[src/rtl/down_counter_timer_pkg.sv]
// Shared types for the down-counter timer: FSM state encoding and default width.
package down_counter_timer_pkg;

  localparam int unsigned DEF_WIDTH = 4;

  typedef enum logic [1:0] {
    ST_IDLE = 2'd0,
    ST_RUN  = 2'd1,
    ST_DONE = 2'd2
  } state_t;

endpackage

[src/rtl/down_counter_timer_if.sv]
// Control/status bundle between the CNN controller (master) and the down-counter timer (slave).
interface down_counter_timer_if
  import down_counter_timer_pkg::*;
#(
  parameter int unsigned WIDTH = DEF_WIDTH
);

  logic             clear;
  logic             load;
  logic [WIDTH-1:0] load_value;
  logic             enable;
  logic             auto_reload;
  logic [WIDTH-1:0] count_out;
  logic             busy;
  logic             done;
  logic             tc_pulse;

  modport master (
    output clear, load, load_value, enable, auto_reload,
    input  count_out, busy, done, tc_pulse
  );

  modport slave (
    input  clear, load, load_value, enable, auto_reload,
    output count_out, busy, done, tc_pulse
  );

endinterface

[src/rtl/down_counter_timer.sv]
// Loadable, pausable down-counter with sticky done, one-cycle terminal pulse and optional auto-reload.
module down_counter_timer
  import down_counter_timer_pkg::*;
#(
  parameter int unsigned WIDTH = DEF_WIDTH
) (
  input  logic                clk,
  input  logic                rst_n,
  down_counter_timer_if.slave bus
);

  state_t           state_q, state_d;
  logic [WIDTH-1:0] count_q, count_d;
  logic [WIDTH-1:0] reload_q, reload_d;
  logic             tc_q, tc_d;
  logic             busy_q, busy_d;
  logic             done_q, done_d;

  always_comb begin
    state_d  = state_q;
    count_d  = count_q;
    reload_d = reload_q;
    tc_d     = 1'b0;
    if (bus.clear) begin
      state_d = ST_IDLE;
      count_d = '0;
    end else if (bus.load) begin
      state_d  = ST_RUN;
      count_d  = bus.load_value;
      reload_d = bus.load_value;
    end else begin
      case (state_q)
        ST_RUN: begin
          if (bus.enable) begin
            if (count_q != '0) begin
              count_d = count_q - WIDTH'(1);
            end else begin
              // Terminal: the zero count is held for one enabled cycle before firing.
              tc_d = 1'b1;
              if (bus.auto_reload) begin
                count_d = reload_q;
              end else begin
                state_d = ST_DONE;
                count_d = '0;
              end
            end
          end
        end
        ST_DONE, ST_IDLE: count_d = '0;
        default: begin
          state_d = ST_IDLE;
          count_d = '0;
        end
      endcase
    end
    // Status flags track the next state so they update on the same edge as the FSM.
    busy_d = (state_d == ST_RUN);
    done_d = (state_d == ST_DONE);
  end

  always_ff @(posedge clk or negedge rst_n) begin
    if (!rst_n) begin
      state_q  <= ST_IDLE;
      count_q  <= '0;
      reload_q <= '0;
      tc_q     <= 1'b0;
      busy_q   <= 1'b0;
      done_q   <= 1'b0;
    end else begin
      state_q  <= state_d;
      count_q  <= count_d;
      reload_q <= reload_d;
      tc_q     <= tc_d;
      busy_q   <= busy_d;
      done_q   <= done_d;
    end
  end

  assign bus.count_out = count_q;
  assign bus.busy      = busy_q;
  assign bus.done      = done_q;
  assign bus.tc_pulse  = tc_q;

endmodule
[src/flat_wrapper.sv]
// flat-port wrapper written by rule: the top's interface ports become plain ports
module down_counter_timer_flat import down_counter_timer_pkg::*;
#(
  parameter int unsigned WIDTH = DEF_WIDTH
)
  (clk, rst_n, bus_clear, bus_load, bus_load_value, bus_enable, bus_auto_reload, bus_count_out, bus_busy, bus_done, bus_tc_pulse);
  down_counter_timer_if #(.WIDTH(WIDTH)) bus_i ();
  input  logic clk;
  input  logic rst_n;
  input wire logic [$bits(bus_i.clear)-1:0] bus_clear;
  input wire logic [$bits(bus_i.load)-1:0] bus_load;
  input wire logic [$bits(bus_i.load_value)-1:0] bus_load_value;
  input wire logic [$bits(bus_i.enable)-1:0] bus_enable;
  input wire logic [$bits(bus_i.auto_reload)-1:0] bus_auto_reload;
  output wire logic [$bits(bus_i.count_out)-1:0] bus_count_out;
  output wire logic [$bits(bus_i.busy)-1:0] bus_busy;
  output wire logic [$bits(bus_i.done)-1:0] bus_done;
  output wire logic [$bits(bus_i.tc_pulse)-1:0] bus_tc_pulse;
  assign bus_i.clear = bus_clear;
  assign bus_i.load = bus_load;
  assign bus_i.load_value = bus_load_value;
  assign bus_i.enable = bus_enable;
  assign bus_i.auto_reload = bus_auto_reload;
  assign bus_count_out = bus_i.count_out;
  assign bus_busy = bus_i.busy;
  assign bus_done = bus_i.done;
  assign bus_tc_pulse = bus_i.tc_pulse;
  down_counter_timer #(.WIDTH(WIDTH)) u_core (.clk(clk), .rst_n(rst_n), .bus(bus_i));
endmodule
[config.mk]
export PLATFORM = sky130hd
export DESIGN_NAME = down_counter_timer_flat
export DESIGN_NICKNAME = d
export VERILOG_FILES = /design/src/rtl/down_counter_timer_pkg.sv /design/src/rtl/down_counter_timer_if.sv /design/src/rtl/down_counter_timer.sv /design/src/flat_wrapper.sv
export SDC_FILE = /design/constraint.sdc
export NUM_CORES = 1
export LEC_CHECK = 0
export CORE_MARGIN = 2
export CORE_UTILIZATION = 42
export DETAILED_ROUTE_END_ITERATION = 10
export GPL_ROUTABILITY_DRIVEN = 0
export GPL_TIMING_DRIVEN = 0
export PLACE_DENSITY = 0.71
export SYNTH_ARGS = -nofsm -noshare
export SYNTH_HDL_FRONTEND = slang
export SYNTH_SLANG_ARGS = --single-unit
[constraint.sdc]
create_clock -name clk -period 1.4 [get_ports clk]
set_input_delay 0.28 -clock clk [delete_from_list [all_inputs] [get_ports clk]]
set_output_delay 0.28 -clock clk [all_outputs]
set_load 0.05 [all_outputs]
# --- Word level (Yosys, flattened, before mapping) ---
# Cells that the tools add are included.
word_totals:
  regBits: 13
  inputBits: 10
classes:
  addsub: 1
  eq_ne: 5
  mux: 17
  bitwise_logic: 1
  n_reduce_logical: 4
op_table:
  columns: ["operator", "count"]
  rows:
  - ["$mux 4", 6]
  - ["$mux 2", 5]
  - ["$mux 1", 5]
  - ["$eq 2x1->1 const B", 2]
  - ["$eq 2x2->1 const B", 2]
  - ["$ne 4x4->1 const B", 1]
  - ["$pmux 2 s2", 1]
  - ["$reduce_bool 4->1", 1]
  - ["$sub 4x1->4 const B", 1]
  - ["$logic_not 2->1", 1]
  - ["$reduce_and 2->1", 1]
  - ["$reduce_or 2->1", 1]
  - ["$not 1->1", 1]

# --- Depth between registers and ports, before layout ---
depth:
  word_depth: 7
  ltp_mapped: 6
  depth_no_buf: 6

# --- Worst setup path before layout ---
# OpenSTA, ideal clock, no wires.
synth_path:
  kind: "reg-to-reg"
  startpoint: "reg u_core.count_q[0], in the netlist u_core.bus.count_out[0]"
  endpoint: "reg u_core.count_q[0], in the netlist u_core.bus.count_out[0]"
  setup_ns: 0.087
  arrival_time_ns: 1.629
  required_ns: 1.313
  setup_slack_ns: -0.316
  stages_incl_launch_ff: 6
  path_buffers: 0
  period_less_slack_ns: 1.716
  cell_sequence: "dfrtp_1 > inv_1 > ha_1 > nor3b_4 > o2111a_1 > a211oi_2"
synth_via:
  elab_chain_len: 6
  elab_cells_between_ends: 7
synth_lines:
  columns: ["item", "line", "text"]
  rows:
  - ["from (decl)", "down_counter_timer.sv:13", "logic [WIDTH-1:0] count_q, count_d;"]
  - ["from (signal assigned)", "down_counter_timer.sv:71", "count_q <= count_d;"]
  - ["$sub 4x1->4 or $reduce_bool 4->1 (tied branches)", "down_counter_timer.sv:36, down_counter_timer.sv:35", null]
  - ["$mux 4 *", "down_counter_timer.sv:35", "if (count_q != '0) begin"]
  - ["$mux 4 *", "down_counter_timer.sv:34", "if (bus.enable) begin"]
  - ["$mux 4 *", "down_counter_timer.sv:32", "case (state_q)"]
  - ["$mux 4 *", "down_counter_timer.sv:27", "end else if (bus.load) begin"]
  - ["$mux 4 *", "down_counter_timer.sv:24", "if (bus.clear) begin"]
# Every way passes the cells marked *; elsewhere a longest branch is shown, timed or not. The select of a mux whose other input is x is not followed.
# A chain may end at the register's enable or synchronous reset.

# --- Worst setup path after layout ---
layout_path:
  startpoint: "reg u_core.count_q[0], in the netlist u_core.bus.count_out[0]"
  endpoint: "reg u_core.count_q[1], in the netlist u_core.bus.count_out[1]"
# The elaborated chain is that of the path after synthesis.

==> run_results.csv <==
group,metric,value,unit
status,outcome,"finished, violations left",
status,violations,"setup timing",
timing,setup_tns,-0.0527,ns
die,die_h,44.1,um
synth,yosysTopAreaCell,"dfrtp_1",
critical_path,path_class,"flop to flop",
die,ios,17,
cells_and_area,nets,108,
pwr,power_density,956,nW/um2
clock_tree,htree_levels,1,
die,core_area,1510,um2
run,maxCapViolCount,0,
clock_tree,clk_pin_slew_worst_paths,0.08,ns
critical_path,slowest_stage,"dfrtp_2",
cells_and_area,final_util,0.622,
cells_and_area,syn2layout_area_growth,39.0,%
die,start_util,0.448,
synth,synth.avg_cell_area,9.77,um2
synth,synth.area.top_cells,"dfrtp_1, nand2_1, a211oi_2",
critical_path,r2r_slack,-0.03,ns
cells_and_area,layoutNonFillerInstCount,111,
route,routed_wl,1.47,mm
synth,yosys_warnings,0,
critical_path,critPathMaxStageDelay,0.38,ns
pwr,p_leak,0.433,nW
timing,fin_ws,-0.0272,ns
timing,drv_slew,0,
synth,syn-num-nets,81,
timing,fin_crit,1.43,ns
timing,setup_viol,4,
clock_tree,cts-buffers-inserted,3,
synth,synth_cell_types,27,
timing,fin_crit_sh,1.02,
route,final_antenna_net_count,0,
clock_tree,clock_sinks,13,
timing,skew,0.00573,ns
timing,fmax,0.701,GHz
route,vias,598,
route,wl_per_cell,13.2,um
clock_tree,holdBufCountCts,0,
synth,synth_area,674,um2
synth,ys.flop_type,"dfrtp_1",
synth,async_reset_ff_frac,1.00,
cells_and_area,fill_cells,142,
global_routing,grt_usage,0.164,
clock_tree,clock_tree.root_cell,"clkbuf_4",
route,drc,0,
critical_path,crit_top_cell,"buf_6",
critical_path,worstPathCellList,"inv_2 -> ha_4 -> nor3b_4 -> buf_6 -> buf_6 -> o2111a_1 -> a211oi_2",
synth,ys_seq_elements,13,
global_routing,grt_pass1_vias,525,
place,port_buffers,15,
critical_path,required,1.57,ns
die,rows,14,
route,first_iter_violations,7,
global_routing,grt_max_degree,14,
global_routing,grt_pass1_wl,2.35,mm
critical_path,reg2reg_depth,7,
critical_path,rr_startpoint,"u_core.bus.count_out[0]",
place,hpwl,1.04,mm
critical_path,cp-start-kind,"flop",
global_routing,grt_overflow,0,
timing,finalHoldViolCount,0,
cells_and_area,n_antenna_cell,0,
critical_path,worstPathMaxFanout,8,
timing,slew_headroom,0.615,
synth,synth_enable_flop_cells,0,
critical_path,arrival,1.60,ns
synth,yosysSeqAreaShare,0.482,
cells_and_area,layout-drive-gt1-share,0.305,
pwr,irDropWorstVdd,0.530,mV
place,dp.cells,100,
min_path,hold_class,"input pin to asynchronous set/reset pin",
die,dieWidth,44.1,um
route,first_pass_iters,4,
route,vias_per_cell,5.39,
die,dieArea,1940,um2
timing,rsz0062_at_grt,"yes",
critical_path,end_kind,"flop",
timing,tightest_slew,0.576,ns
clock_tree,clockBufferDepth,2,
synth,yosysTopAreaCellShare,0.482,
critical_path,r2r_end,"u_core.bus.count_out[1]",
clock_tree,clk-insertion-delay-late,0.26,ns
global_routing,antenna_found_initial,0,
clock_tree,cts_tree,"done",
synth,netlist_instances,69,
==> sequential cells by signal, summed over array words and instances (netlist names) <==
signal and flops:
u_core.reload_q 4, u_core.bus.tc_pulse 1, u_core.state_q 2, u_core.bus.done 1, u_core.bus.busy 1, u_core.bus.count_out 4
==> final cells by class <==
class                   instances  area [um2]  share of cell area
plain buffers                   1        3.75             0.00401
clock buffers                   4        26.3              0.0280
flip-flops and latches         13         328               0.350
multi-input cells              51         359               0.383
inverters                       4        15.0              0.0160
well taps                      16        20.0              0.0214
repair buffers                 22         185               0.198
==> per-stage QoR <==
step	hold slack (ns)	total power, mW	instance area [um2]	worst slack, ns
after detailed placement	0.471	0.650	860	-0.321
after global placement	0.463	0.646	860	-0.330
after global routing	0.439	0.951	937	-0.0938
after floorplan	-0.0156	0.568	689	-0.110
final	0.382	0.896	937	-0.0272
after CTS	0.392	0.898	933	-0.0559
==> cell usage in the layout, fill, tap and decap left out, types with 2 or more instances in the layout <==
cell type	Yosys	final
a21oi_1	3	3
o2111a_1	2	2
a21boi_1	2	2
inv_2	0	2
clkdlybuf4s50_1	0	8
clkbuf_1	1	2
clkbuf_4	0	3
nand2b_1	3	3
dfrtp_1	13	11
clkdlybuf4s15_1	0	2
a211oi_2	2	2
dfrtp_2	0	2
buf_6	0	2
nor3_1	2	2
nor2_1	3	3
buf_2	0	4
buf_4	0	5
nand2_1	15	13
nand2_2	0	2
inv_1	4	2
==> cell usage after synthesis, types with 2 or more instances <==
| library cell | n |
|---|---|
| a211oi_2 | 2 |
| a21boi_1 | 2 |
| a21oi_1 | 3 |
| dfrtp_1 | 13 |
| ha_1 | 2 |
| inv_1 | 4 |
| nand2_1 | 15 |
| nand2b_1 | 3 |
| nand3_1 | 2 |
| nor2_1 | 3 |
| nor2b_1 | 2 |
| nor3_1 | 2 |
| o2111a_1 | 2 |
==> power by group <==
| part | internal [mW] | switching [mW] | leakage, nW |
|---|---|---|---|
| Sequential | 0.403 | 0.0212 | 0.167 |
| Clock | 0.110 | 0.108 | 0.0150 |
| Combinational | 0.115 | 0.139 | 0.251 |
==> per-layer routing <==
metal	wire length [um]	track usage	share of wire
met4	0	0	0
met2	694	0.271	0.47
met3	70	0.0367	0.048
met1	702	0.235	0.48
met5	0	0	0
==> how the worst max path moves through the flow <==
stage	start	end	slack [ns]	depth (start not counted)
global route	u_core.bus.count_out[1]	u_core.state_q[0]	-0.09	7
finish	u_core.bus.count_out[0]	u_core.bus.count_out[1]	-0.03	7
CTS	u_core.bus.count_out[0]	bus_count_out[0]	-0.06	2
global placement	bus_load	u_core.bus.count_out[0]	-0.33	5
detailed placement	bus_load	u_core.bus.count_out[1]	-0.32	5
floorplan	u_core.bus.count_out[1]	u_core.bus.count_out[1]	-0.11	6
==> logic make-up (layout without fill, tap and decap cells) <==
logic type / after synthesis / count (layout) / share of synthesized area
DFF: 13 / 13 / 0.482
and+or+nand+nor: 32 / 32 / 0.256
AOI/OAI and AO/OA: 17 / 17 / 0.197
adders and majority gates: 2 / 2 / 0.0371
buffers and inverters: 5 / 31 / 0.0278
==> worst max-delay path, delay by kind of cell (launching register included) <==
kind                     cells  cell delay (ns)
AND/OR/NAND/NOR              1             0.14
AO/OA/AOI/OAI                2             0.36
buffers and inverters        3             0.30
adder cells (fa/ha/maj)      1             0.15
flip-flops                   1             0.38
==> timing repair <==
item	4_1_cts	5_1_grt
setup endpoints to repair	14	14
pin swaps	1	3
setup buffers	5	2
gates cloned	0	0
gates resized for setup	22	12
Power figures use the tool's default switching activity.
==> RTL edit 1: new RTL, same settings <==
Re-encode `state_t` (3 states) as one-hot, 3 bits wide.
--- a/src/rtl/down_counter_timer_pkg.sv
+++ b/src/rtl/down_counter_timer_pkg.sv
@@ -3,10 +3,10 @@
 
   localparam int unsigned DEF_WIDTH = 4;
 
-  typedef enum logic [1:0] {
-    ST_IDLE = 2'd0,
-    ST_RUN  = 2'd1,
-    ST_DONE = 2'd2
+  typedef enum logic [2:0] {
+    ST_IDLE = 3'b001,
+    ST_RUN  = 3'b010,
+    ST_DONE = 3'b100
   } state_t;
 
 endpackage
Behaviour: no difference found for any inputs over 10 cycles, from zero or initial values and one cycle with rst_n low; not proved beyond that.
==> RTL edit 1 against the original RTL <==
- clock power up 34%
- worst setup slack worse by 0.011 ns
- sequential share of layout area up 1.0 points
- wire length up 6.7%
- highest routed layer is now met4
- non-clock buffer count down 3
- via count up 4.7%
- critical path type unchanged
- sequential power up 7.1%
- the run still ends with setup timing left
- synthesized area up 9.5%
- cell area up 5.7%
- first-iteration DRC count down 29%
- total power up 5.1%
- sequential cell count up 1
==> RTL edit 1: results (changes against the original RTL) <==
\begin{tabular}{lr}
\hline
Metric & Value \\
\hline
\multicolumn{2}{l}{\textbf{Run status}} \\
Run status & complete, but fails checks (unchanged) \\
Violated checks & setup timing (unchanged) \\
\multicolumn{2}{l}{\textbf{Route}} \\
Vias per inst & 5.69 (was 5.39) \\
First DRT Iteration DRCs & 5 (was 7) \\
\multicolumn{2}{l}{\textbf{Min path}} \\
Worst min-delay path class & primary input to flip-flop (was primary input to asynchronous set/reset pin) \\
\multicolumn{2}{l}{\textbf{Placement}} \\
Worst slack at placement & -0.232 ns (was -0.321 ns) \\
Post-Place Cells & 102 (was 100) \\
Placed wire-length estimate & 1050 um (was 1040 um) \\
\multicolumn{2}{l}{\textbf{Timing}} \\
Setup ws final & -0.0385 ns (was -0.0272 ns) \\
Setup total negative slack & -0.0702 ns (was -0.0527 ns) \\
Setup violations, final & 3 (was 4) \\
Worst Max-Slew Pin Slew & 0.607 ns (was 0.576 ns) \\
Hold slack & 0.334 ns (was 0.382 ns) \\
Final setup skew & 0.00269 ns (was 0.00573 ns) \\
\multicolumn{2}{l}{\textbf{Global route}} \\
Wire length of the first global-routing pass & 2550 um (was 2350 um) \\
Vias in the first global route & 587 (was 525) \\
Overall routing resource usage & 17.7\% (was 16.4\%) \\
\multicolumn{2}{l}{\textbf{Synth}} \\
Cells taking the most area after synthesis & dfrtp\_1 (44\%), nand2\_1 (5.6\%), dfstp\_2 (3.6\%) (was dfrtp\_1 (48\%), nand2\_1 (8.3\%), a211oi\_2 (3.7\%)) \\
Synthesized area per cell & 10.5 um2 (was 9.77 um2) \\
Proportion of synthesized chip area in sequential cells & 47.6\% (was 48.2\%) \\
Fraction of the mapped netlist area in compound gates & 19.0\% (was 19.7\%) \\
\multicolumn{2}{l}{\textbf{Power}} \\
Total leakage power & 0.471 nW (was 0.433 nW) \\
VDD IR-drop max & 0.417 mV (was 0.530 mV) \\
\multicolumn{2}{l}{\textbf{Cells and area}} \\
Net count reported at finish & 105 (was 108) \\
\multicolumn{2}{l}{\textbf{Setup path}} \\
Maximum fanout encountered on the critical timing path & 5 (was 8) \\
Reg2Reg Launch Point & u\_core.bus.count\_out[1] (was u\_core.bus.count\_out[0]) \\
Register-to-Register Path Depth & 6 (was 7) \\
Stage delay of the slowest cell on the critical path & 0.44 ns (was 0.38 ns) \\
\multicolumn{2}{l}{\textbf{CTS}} \\
Insertion delay to the later sink of the worst-skew pair & 0.28 ns (was 0.26 ns) \\
\hline
\end{tabular}
==> RTL edit 1: cell count changes in the layout (fill, tap and decap cells not counted), sizes merged, moves of 2 or more <==
cell / change
nand2: -4
and2: +2
o32a: +2
nor4: +4
buf: -4
a21boi: -2
o2111a: -2
a211oi: -2
clkbuf: +2
or2: +2
a21o: +3
nand2b: -2
==> RTL edit 1: metal layers <==
metal  vias to the layer above  wire length [um]  global-route usage [%]
li1                        302                 -                       -
met1                       301               676                    21.4
met2                        18               769                    26.1
met3                         5                64                    5.16
met4                         0                54                    13.1
met5                         -                 0                       0
==> RTL edit 1: what timing repair did <==
item,in CTS,in global routing
pin swaps,0,2
resized for setup,25,13
hold buffers,0,0
setup endpoints to repair,9,12
setup buffers,0,4
==> RTL edit 1: logic make-up (layout without fill, tap and decap cells) <==
kind of cell | count (synthesis) | after routing
simple gates | 34 | 34
compound gates | 17 | 17
flops | 14 | 14
buf+inv | 4 | 27
fa+ha+maj | 1 | 1
==> RTL edit 1: worst register-to-register path: cells and delay by family (launching register included) <==
family	cells	cell delay, ns
flip-flops	1	0.44
buffers and inverters	1	0.07
adder cells (fa/ha/maj)	1	0.15
AND/OR/NAND/NOR	2	0.40
AO/OA/AOI/OAI	2	0.27
==> RTL edit 1: where the power goes <==
group / total (W) / internal [W] / switching (W) / leakage, nW
registers: 0.000455 / 0.000432 / 0.0000229 / 0.175
logic: 0.000194 / 0.0000890 / 0.000105 / 0.274
clock network: 0.000292 / 0.000158 / 0.000134 / 0.0210
total: 0.000942 / 0.000680 / 0.000262 / 0.471
==> RTL edit 1: cell type report <==
type,count,area [um2]
fill,146,698
multi-input combinational,52,404
sequential,14,357
timing repair buffer,19,156
clock buffer,4,36.3
tap,17,21.3
inverter,3,11.3
buffer,1,5.00
==> RTL edit 2: new RTL, same flow settings <==
Made on the original files. `DEF_WIDTH`: 4 -> 6.
--- a/src/rtl/down_counter_timer_pkg.sv
+++ b/src/rtl/down_counter_timer_pkg.sv
@@ -1,7 +1,7 @@
 // Shared types for the down-counter timer: FSM state encoding and default width.
 package down_counter_timer_pkg;
 
-  localparam int unsigned DEF_WIDTH = 4;
+  localparam int unsigned DEF_WIDTH = 6;
 
   typedef enum logic [1:0] {
     ST_IDLE = 2'd0,
Ports: changed (resized bus_count_out and bus_load_value); port bits go from 17 to 21. The function was not compared with the original's and may differ.
==> RTL edit 2 against the original RTL <==
- sequential share of layout area down 0.82 points
- synthesized area up 34%
- the flow still finishes with violations (setup timing)
- wire length up 54%
- sequential cell count up 4
- cell area up 35%
- critical endpoint is now u_core.state_q[0]
- total power up 39%
- worst setup slack worse by 0.011 ns
==> RTL edit 2: results (changes against the original RTL) <==
\begin{tabular}{lr}
\hline
Metric & Value \\
\hline
\multicolumn{2}{l}{\textbf{Synth}} \\
Synthesized instance count & 96 (was 69) \\
Top post-synthesis cells by count & nand2\_1 (19), dfrtp\_1 (17), a21oi\_1 (5), nor3\_1 (5), nand4\_1 (4) (was nand2\_1 (15), dfrtp\_1 (13), inv\_1 (4)) \\
Synthesized Nets & 109 (was 81) \\
Proportion of synthesized chip area in sequential cells & 47.0\% (was 48.2\%) \\
Number of distinct library cells after synthesis & 36 (was 27) \\
Syn. warnings & 0 (unchanged) \\
Cells taking the most area after synthesis & dfrtp\_1 (47\%), nand2\_1 (7.9\%), a21oi\_1 (2.8\%) (was dfrtp\_1 (48\%), nand2\_1 (8.3\%), a211oi\_2 (3.7\%)) \\
\multicolumn{2}{l}{\textbf{Timing}} \\
Setup ws final & -0.0378 ns (was -0.0272 ns) \\
Final setup skew & 0.00602 ns (was 0.00573 ns) \\
Setup violations, final & 4 (unchanged) \\
Setup total negative slack & -0.0942 ns (was -0.0527 ns) \\
Worst Max-Slew Pin Slew & 0.755 ns (was 0.576 ns) \\
\multicolumn{2}{l}{\textbf{Run status}} \\
Violated checks & setup timing (unchanged) \\
Run status & complete, but fails checks (unchanged) \\
\multicolumn{2}{l}{\textbf{Placement}} \\
Cell Area, Placed & 1160 um2 (was 860 um2) \\
Placed wire-length estimate & 1510 um (was 1040 um) \\
Worst slack at placement & -0.584 ns (was -0.321 ns) \\
Number of buffer cells added on primary ports & 20 (was 15) \\
Post-Place Cells & 143 (was 100) \\
\multicolumn{2}{l}{\textbf{Route}} \\
First DRT Iteration DRCs & 35 (was 7) \\
WL/cell & 14.8 um (was 13.2 um) \\
Final wirelength & 2250 um (was 1470 um) \\
DR vias & 869 (was 598) \\
\multicolumn{2}{l}{\textbf{Setup path}} \\
Register-to-Register Path Depth & 4 (was 7) \\
Reg2Reg Launch Point & u\_core.bus.count\_out[4] (was u\_core.bus.count\_out[0]) \\
Capture point of the worst path & u\_core.state\_q[0] (was u\_core.bus.count\_out[1]) \\
Maximum fanout encountered on the critical timing path & 7 (was 8) \\
\multicolumn{2}{l}{\textbf{Global route}} \\
Wire length of the first global-routing pass & 3750 um (was 2350 um) \\
Number of antenna violations at the first check in global routing & 0 (unchanged) \\
Overall routing resource usage & 20.5\% (was 16.4\%) \\
Vias in the first global route & 820 (was 525) \\
Pin count of the biggest net entering global routing & 18 (was 14) \\
\multicolumn{2}{l}{\textbf{Power}} \\
VDD IR-drop max & 0.680 mV (was 0.530 mV) \\
Total leakage power & 0.566 nW (was 0.433 nW) \\
\multicolumn{2}{l}{\textbf{CTS}} \\
CTS clk-pin slew, worst paths & 0.10 ns (was 0.08 ns) \\
Inserted Clock Buffers & 3 (unchanged) \\
Insertion delay to the later sink of the worst-skew pair & 0.30 ns (was 0.26 ns) \\
\multicolumn{2}{l}{\textbf{Cells and area}} \\
Share of layout cells above drive strength 1 & 35.2\% (was 30.5\%) \\
\hline
\end{tabular}
-- RTL edit 2: changes by cell type after synthesis, moves of 3 or more --
cell | unedited run | this run
dfrtp_1 | 13 | 17
nand2_1 | 15 | 19
nand4_1 | 0 | 4
nor3_1 | 2 | 5
-- RTL edit 2: metal layers --
metal  GRT usage (%)  wire length, um  vias up
met5               0                0        -
met4            10.8               23        0
met3            4.46              125        2
met2            30.0             1050       32
met1            28.2             1050      420
li1                -                -      415
-- RTL edit 2: per-stage QoR --
step                hold WS [ns]  utilization [%]
global route               0.470             63.3
floorplan                -0.0156                -
detailed placement         0.476             58.1
CTS                        0.433             62.1
global placement           0.468             58.1
finish                     0.416             63.3
-- RTL edit 2: power by group --
group | switching (W) | internal (W)
registers | 0.0000409 | 0.000535
clock network | 0.000160 | 0.000107
logic | 0.000222 | 0.000180
-- RTL edit 2: area by class of cell --
type                            instances  area (um2)
Fill cell                             185         734
Inverter                                3        13.8
Multi-Input combinational cell         71         499
Timing Repair Buffer                   27         241
Buffer                                  3        18.8
Clock buffer                            3        22.5
Tap cell                               27        33.8
Clock inverter                          1        5.00
Sequential cell                        17         433
-- RTL edit 2: worst min path at each step --
stage / from / to / slack, ns / depth (start not counted)
6_report: rst_n / u_core.reload_q[3] / 0.42 / 1
2_1_floorplan: rst_n / u_core.bus.busy / -0.02 / 0
5_1_grt: rst_n / u_core.state_q[1] / 0.47 / 1
3_5_place_dp: u_core.reload_q[1] / u_core.reload_q[1] / 0.48 / 2
4_1_cts: rst_n / u_core.bus.done / 0.43 / 1
3_3_place_gp: u_core.reload_q[2] / u_core.reload_q[2] / 0.47 / 2
-- RTL edit 2: kinds of logic after synthesis --
logic type	synth area share, %
compound gates	20.0
fa+ha+maj	1.38
buf+inv	4.42
flops	47.0
simple gates	27.2
-- RTL edit 2: repair_timing --
| action | in CTS | in global routing |
|---|---|---|
| gates resized for setup | 48 | 8 |
| setup buffers | 6 | 1 |
| setup endpoints to repair | 19 | 12 |
| pin swaps | 5 | 4 |
-- RTL edit 2: critical path: stages (launching register included) --
cell,delay [ns]
dfrtp_2,0.50
nor3_4,0.22
nor3b_4,0.25
and3b_2,0.26
o31ai_1,0.09
